**config.mk**
```make
export PLATFORM = sky130hd
export DESIGN_NAME = keypad_scan_encoder
export DESIGN_NICKNAME = d
export VERILOG_FILES = /design/src/rtl/keypad_scan_encoder.sv
export SDC_FILE = /design/constraint.sdc
export NUM_CORES = 1
export LEC_CHECK = 0
export CAP_MARGIN = 0
export CORE_UTILIZATION = 55
export CTS_BUF_LIST = sky130_fd_sc_hd__clkbuf_8
export DETAILED_ROUTE_END_ITERATION = 10
export GPL_ROUTABILITY_DRIVEN = 0
export GPL_TIMING_DRIVEN = 0
export PLACE_DENSITY = 0.79
export SLEW_MARGIN = 20
export SYNTH_ARGS = -nofsm -noshare
export SYNTH_HDL_FRONTEND = slang
export SYNTH_SLANG_ARGS = --single-unit
```
**constraint.sdc**
```tcl
create_clock -name clk -period 2.1 [get_ports clk]
set_input_delay 0.63 -clock clk [delete_from_list [all_inputs] [get_ports clk]]
set_output_delay 0.63 -clock clk [all_outputs]
set_load 0.01 [all_outputs]
```
**src/rtl/keypad_scan_encoder.sv**
```systemverilog
// 4x4 matrix keypad scanner: column scan, press/release debounce, 4-bit key encode.
// Optional auto-repeat while a key stays held is enabled by defining KEYPAD_REPEAT_EN.
module keypad_scan_encoder #(
    parameter int SCAN_DIV     = 16,
    parameter int DEBOUNCE_CNT = 1000,
    parameter int REPEAT_DLY   = 500000
) (
    input  logic       clk,
    input  logic       rst_n,
    input  logic [3:0] row_in,
    output logic [3:0] col_out,
    output logic [3:0] key_code,
    output logic       key_valid,
    output logic       key_held
);
    localparam int DW = $clog2(SCAN_DIV);
    localparam int CW = $clog2(DEBOUNCE_CNT);
    localparam logic [DW-1:0] DIV_LAST = DW'(SCAN_DIV - 1);
    localparam logic [CW-1:0] DEB_LAST = CW'(DEBOUNCE_CNT - 1);

    generate
        if (SCAN_DIV < 4 || DEBOUNCE_CNT < 2 || REPEAT_DLY < 1) begin : g_bad_param
            $error("keypad_scan_encoder: parameter out of range");
        end
    endgenerate

    typedef enum logic [1:0] {SCAN, DEB_PRESS, HELD, DEB_RELEASE} state_t;

    state_t        state, state_n;
    logic [3:0]    rs_meta, rs;
    logic [1:0]    col, col_n;
    logic [DW-1:0] div, div_n;
    logic [CW-1:0] cnt, cnt_n;
    logic [3:0]    pat, pat_n;
    logic [3:0]    code_n;
    logic          valid_n, held_n;

`ifdef KEYPAD_REPEAT_EN
    localparam int RW = (REPEAT_DLY > 1) ? $clog2(REPEAT_DLY) : 1;
    localparam logic [RW-1:0] REP_LAST = RW'(REPEAT_DLY - 1);
    logic [RW-1:0] rep, rep_n;
`endif

    function automatic logic one_low(input logic [3:0] r);
        case (r)
            4'b1110, 4'b1101, 4'b1011, 4'b0111: one_low = 1'b1;
            default:                            one_low = 1'b0;
        endcase
    endfunction

    function automatic logic [3:0] encode(input logic [1:0] c, input logic [3:0] p);
        logic [1:0] r;
        case (p)
            4'b1110: r = 2'd0;
            4'b1101: r = 2'd1;
            4'b1011: r = 2'd2;
            default: r = 2'd3;
        endcase
        case ({c, r})
            4'b00_00: encode = 4'h1;
            4'b00_01: encode = 4'h4;
            4'b00_10: encode = 4'h7;
            4'b00_11: encode = 4'hF;
            4'b01_00: encode = 4'h2;
            4'b01_01: encode = 4'h5;
            4'b01_10: encode = 4'h8;
            4'b01_11: encode = 4'h0;
            4'b10_00: encode = 4'h3;
            4'b10_01: encode = 4'h6;
            4'b10_10: encode = 4'h9;
            4'b10_11: encode = 4'hE;
            4'b11_00: encode = 4'hA;
            4'b11_01: encode = 4'hB;
            4'b11_10: encode = 4'hC;
            default:  encode = 4'hD;
        endcase
    endfunction

    // Column register only moves on slot boundaries, so the decode is glitch-free.
    assign col_out = ~(4'b0001 << col);

    always_ff @(posedge clk or negedge rst_n) begin
        if (!rst_n) begin
            rs_meta <= 4'hF;
            rs      <= 4'hF;
        end else begin
            rs_meta <= row_in;
            rs      <= rs_meta;
        end
    end

    always_comb begin
        state_n = state;
        col_n   = col;
        div_n   = div;
        cnt_n   = cnt;
        pat_n   = pat;
        code_n  = key_code;
        valid_n = 1'b0;
        held_n  = key_held;
`ifdef KEYPAD_REPEAT_EN
        rep_n   = '0;
`endif
        case (state)
            SCAN: begin
                if (div == DIV_LAST) begin
                    div_n = '0;
                    if (one_low(rs)) begin
                        pat_n   = rs;
                        cnt_n   = '0;
                        state_n = DEB_PRESS;
                    end else begin
                        col_n = col + 2'd1;
                    end
                end else begin
                    div_n = div + 1'b1;
                end
            end
            DEB_PRESS: begin
                if (rs != pat) begin
                    state_n = SCAN;
                    col_n   = col + 2'd1;
                    div_n   = '0;
                    cnt_n   = '0;
                end else if (cnt == DEB_LAST) begin
                    state_n = HELD;
                    code_n  = encode(col, pat);
                    valid_n = 1'b1;
                    held_n  = 1'b1;
                    cnt_n   = '0;
                end else begin
                    cnt_n = (cnt == '1) ? cnt : cnt + 1'b1;
                end
            end
            HELD: begin
                // Only the latched column is driven, so other columns stay invisible here.
                if (rs == 4'hF) begin
                    state_n = DEB_RELEASE;
                    cnt_n   = '0;
                end
`ifdef KEYPAD_REPEAT_EN
                else if (rep == REP_LAST) begin
                    valid_n = 1'b1;
                end else begin
                    rep_n = rep + 1'b1;
                end
`endif
            end
            default: begin
                if (rs != 4'hF) begin
                    state_n = HELD;
                    cnt_n   = '0;
                end else if (cnt == DEB_LAST) begin
                    state_n = SCAN;
                    held_n  = 1'b0;
                    col_n   = 2'd0;
                    div_n   = '0;
                    cnt_n   = '0;
                end else begin
                    cnt_n = (cnt == '1) ? cnt : cnt + 1'b1;
                end
            end
        endcase
    end

    always_ff @(posedge clk or negedge rst_n) begin
        if (!rst_n) begin
            state     <= SCAN;
            col       <= 2'd0;
            div       <= '0;
            cnt       <= '0;
            pat       <= 4'hF;
            key_code  <= 4'h0;
            key_valid <= 1'b0;
            key_held  <= 1'b0;
`ifdef KEYPAD_REPEAT_EN
            rep       <= '0;
`endif
        end else begin
            state     <= state_n;
            col       <= col_n;
            div       <= div_n;
            cnt       <= cnt_n;
            pat       <= pat_n;
            key_code  <= code_n;
            key_valid <= valid_n;
            key_held  <= held_n;
`ifdef KEYPAD_REPEAT_EN
            rep       <= rep_n;
`endif
        end
    end
endmodule

```
==> impl_metrics.py <==
metrics = {
    "synthesis": {
        "synth_fp_nets": 239,
        "ys_seq_area_share_pct": 42.4,
        "synth-edff-count": 0,
        "syn_avg_cell_area_um2": 9.70,
        "syn_inst": 223,
        "synth_area_leaders": "dfrtp_1 28%, dfstp_2 15%, ha_1 5.8%, mux2_2 4.2%, a21oi_1 3.7%",
        "synth_common_cells": "24 x dfrtp_1, 20 x nand2_1, 16 x a21oi_1",
        "yosys_warnings": 0,
        "ys_seq_elements": 36,
        "synth.distinct_cells": 54,
        "syn-cell-area_mm2": 0.00216,
        "yosysMostFrequentCell": "dfrtp_1",
        "yosys.area.top_type": "dfrtp_1",
        "synthDominantCellAreaShare_pct": 27.8,
        "async_flop_share_pct": 100,
        "synth_ff_type": "dfrtp_1",
    },
    "global_routing": {
        "grt_max_degree": 22,
        "grt_pass1_wl_um": 7500,
        "antenna_found_initial": 0,
        "overflow": 0,
        "first_global_vias": 1673,
        "grt_usage_pct": 23.3,
    },
    "floorplan": {
        "die_area_mm2": 0.00419,
        "die_x_um": 64.7,
        "ios": 16,
        "chipHeight_um": 64.7,
        "start_util_pct": 58.2,
        "core_area_mm2": 0.00372,
        "rows": 22,
    },
    "clock_tree": {
        "cts_root_buf": "clkbuf_8",
        "clock-sinks": 36,
        "cts_buffers": 5,
        "clk_pin_slew_worst_paths_ns": 0.07,
        "cts_tree": "done",
        "clk_latency_ns": 0.28,
        "cts_buffer_depth": 2,
        "h-tree-depth": 2,
    },
    "cells_and_area": {
        "fin_nets": 266,
        "area_growth_pct": 19.6,
        "diodes": 0,
        "fin_util_pct": 69.6,
        "final_area_mm2": 0.00259,
        "drive_above_1_share_pct": 22.3,
    },
    "placed_design": {
        "port_buffers": 15,
        "pre_cts_slack_ns": -0.217,
        "place_hpwl_um": 3090,
        "dpl_cell_area_mm2": 0.00239,
    },
    "worst_setup_path": {
        "cp_num_buf_inv": 1,
        "cp-start-kind": "flop",
        "crit_path_cell_trace": "xnor2_1, o211a_1, a221o_1, buf_4, a31o_2, o2bb2ai_1",
        "cp_max_fo": 7,
        "path_class": "reg2reg",
        "slowest_stage": "dfstp_2",
        "worst_ep_required_time_ns": 2.26,
        "cpPeakStageDelay_ns": 0.61,
        "worst_setup_path_end_kind": "flop",
        "critical-path-top-delay-family": "compound AO/OA/AOI/OAI gates",
        "arrival_ns": 2.19,
    },
    "pwr": {
        "vdd_drop_max_v": 0.000528,
        "power_leakage_nw": 1.10,
        "cellPowerDensity_mw_per_mm2": 1040,
    },
    "detailed_routing": {
        "drt_iter0_drc": 145,
        "drt-total-wl_um": 4410,
        "post_drt_wl_per_cell_um": 14.7,
        "drc": 0,
        "dr_total_vias": 1794,
        "ant_nets": 0,
        "drtPass1Iterations": 5,
        "via_per_inst": 6.00,
    },
    "timing": {
        "tightestPinTransition_ns": 0.446,
        "fin_skew_ns": 0.00398,
        "timing.final.ws_setup_ns": 0.0683,
        "slew_headroom_pct": 70.0,
        "fin_crit_ns": 2.03,
        "fmax_mhz": 492,
        "setup_viol": 0,
        "fin_crit_sh_pct": 96.7,
        "finalHoldViolations": 0,
        "final_max_slew_viol_count": 0,
        "rsz0062_at_grt": "no",
    },
    "flow_run": {
        "maxCapViolCount": 0,
    },
    "min_path": {
        "hp-class": "in2async",
    },
    "status": {
        "outcome": "complete, no violations",
    },
}
layout by cell type (no fill, tap or decap), types with 4 or more instances in the layout:
master | netlist | final
nand3_1 | 15 | 14
dfstp_2 | 12 | 12
mux2i_1 | 5 | 5
clkbuf_8 | 0 | 6
nor2_1 | 12 | 12
mux2_2 | 8 | 8
dfrtp_1 | 24 | 23
dlygate4sd2_1 | 0 | 4
ha_1 | 10 | 10
nand4_1 | 4 | 4
and3_1 | 4 | 4
clkdlybuf4s50_1 | 0 | 10
o21ai_0 | 4 | 4
nand2_1 | 20 | 20
a21oi_1 | 16 | 16
inv_1 | 14 | 12
buf_4 | 2 | 6
xnor2_1 | 6 | 6
state kept, by name, summed over array words and instances (netlist names):
register / flops
cnt: 10
key_code: 4
col: 2
rs: 4
pat: 4
key_valid: 1
key_held: 1
state: 2
div: 4
rs_meta: 4
per-layer routing:
layer	vias up	routed length [um]	GRT usage [%]
met5	-	0	0
met4	0	72	7.50
met2	55	2000	35.7
met1	849	2130	32.8
li1	880	-	-
met3	10	205	4.75
cell families after synthesis:
logic type / synth area share [%]
adders and majority gates: 5.79
DFF: 42.4
buffers and inverters: 4.98
muxes: 6.48
xor gates and xnor gates: 2.43
and+or+nand+nor: 18.8
AOI/OAI and AO/OA: 19.2
power breakdown:
group / leakage, nW / switching (mW) / internal, mW
clock: 0.0585 / 0.253 / 0.352
combinational: 0.596 / 0.630 / 0.587
sequential: 0.450 / 0.0921 / 0.787
metrics by stage:
| stage | setup TNS (ns) | hold slack [ns] | total power [mW] | instances |
|---|---|---|---|---|
| floorplan | 0 | 0.334 | 1.64 | 223 |
| global placement | -10.31 | 0.346 | 1.90 | 286 |
| detailed placement | -0.495 | 0.347 | 1.93 | 287 |
| CTS | 0 | 0.271 | 2.58 | 298 |
| global route | 0 | 0.281 | 2.88 | 299 |
| finish | 0 | 0.259 | 2.70 | 299 |
worst paths after layout:
check,depth (start not counted),endpoint,start,slack [ns]
setup / recovery,6,cnt[3],rs[3],0.07
hold / removal,1,key_code[1],rst_n,0.26
setup reg to reg,6,cnt[3],rs[3],0.07
hold reg to reg,0,rs[2],rs_meta[2],0.36
max in group asynchronous,2,col[1],rst_n,1.40
min in group clk,0,rs[2],rs_meta[2],0.36
what timing repair did:
item / in CTS / in global routing
endpoints found under the setup margin: 7 / 14
buffers inserted: 3 / 3
pin swaps: 1 / 2
resized for setup: 11 / 8
gates cloned: 0 / 0
hold buffers: 0 / 0
final cells by class:
class / instances / area [um^2]
fill: 299 / 1130
sequential: 36 / 917
clock inverter: 3 / 41.3
clock buffer: 5 / 68.8
inverter: 14 / 52.6
buffer: 8 / 61.3
multi-input combinational: 163 / 1160
timing repair buffer: 22 / 225
tap: 48 / 60.1
(Power assumes the default switching activity.)
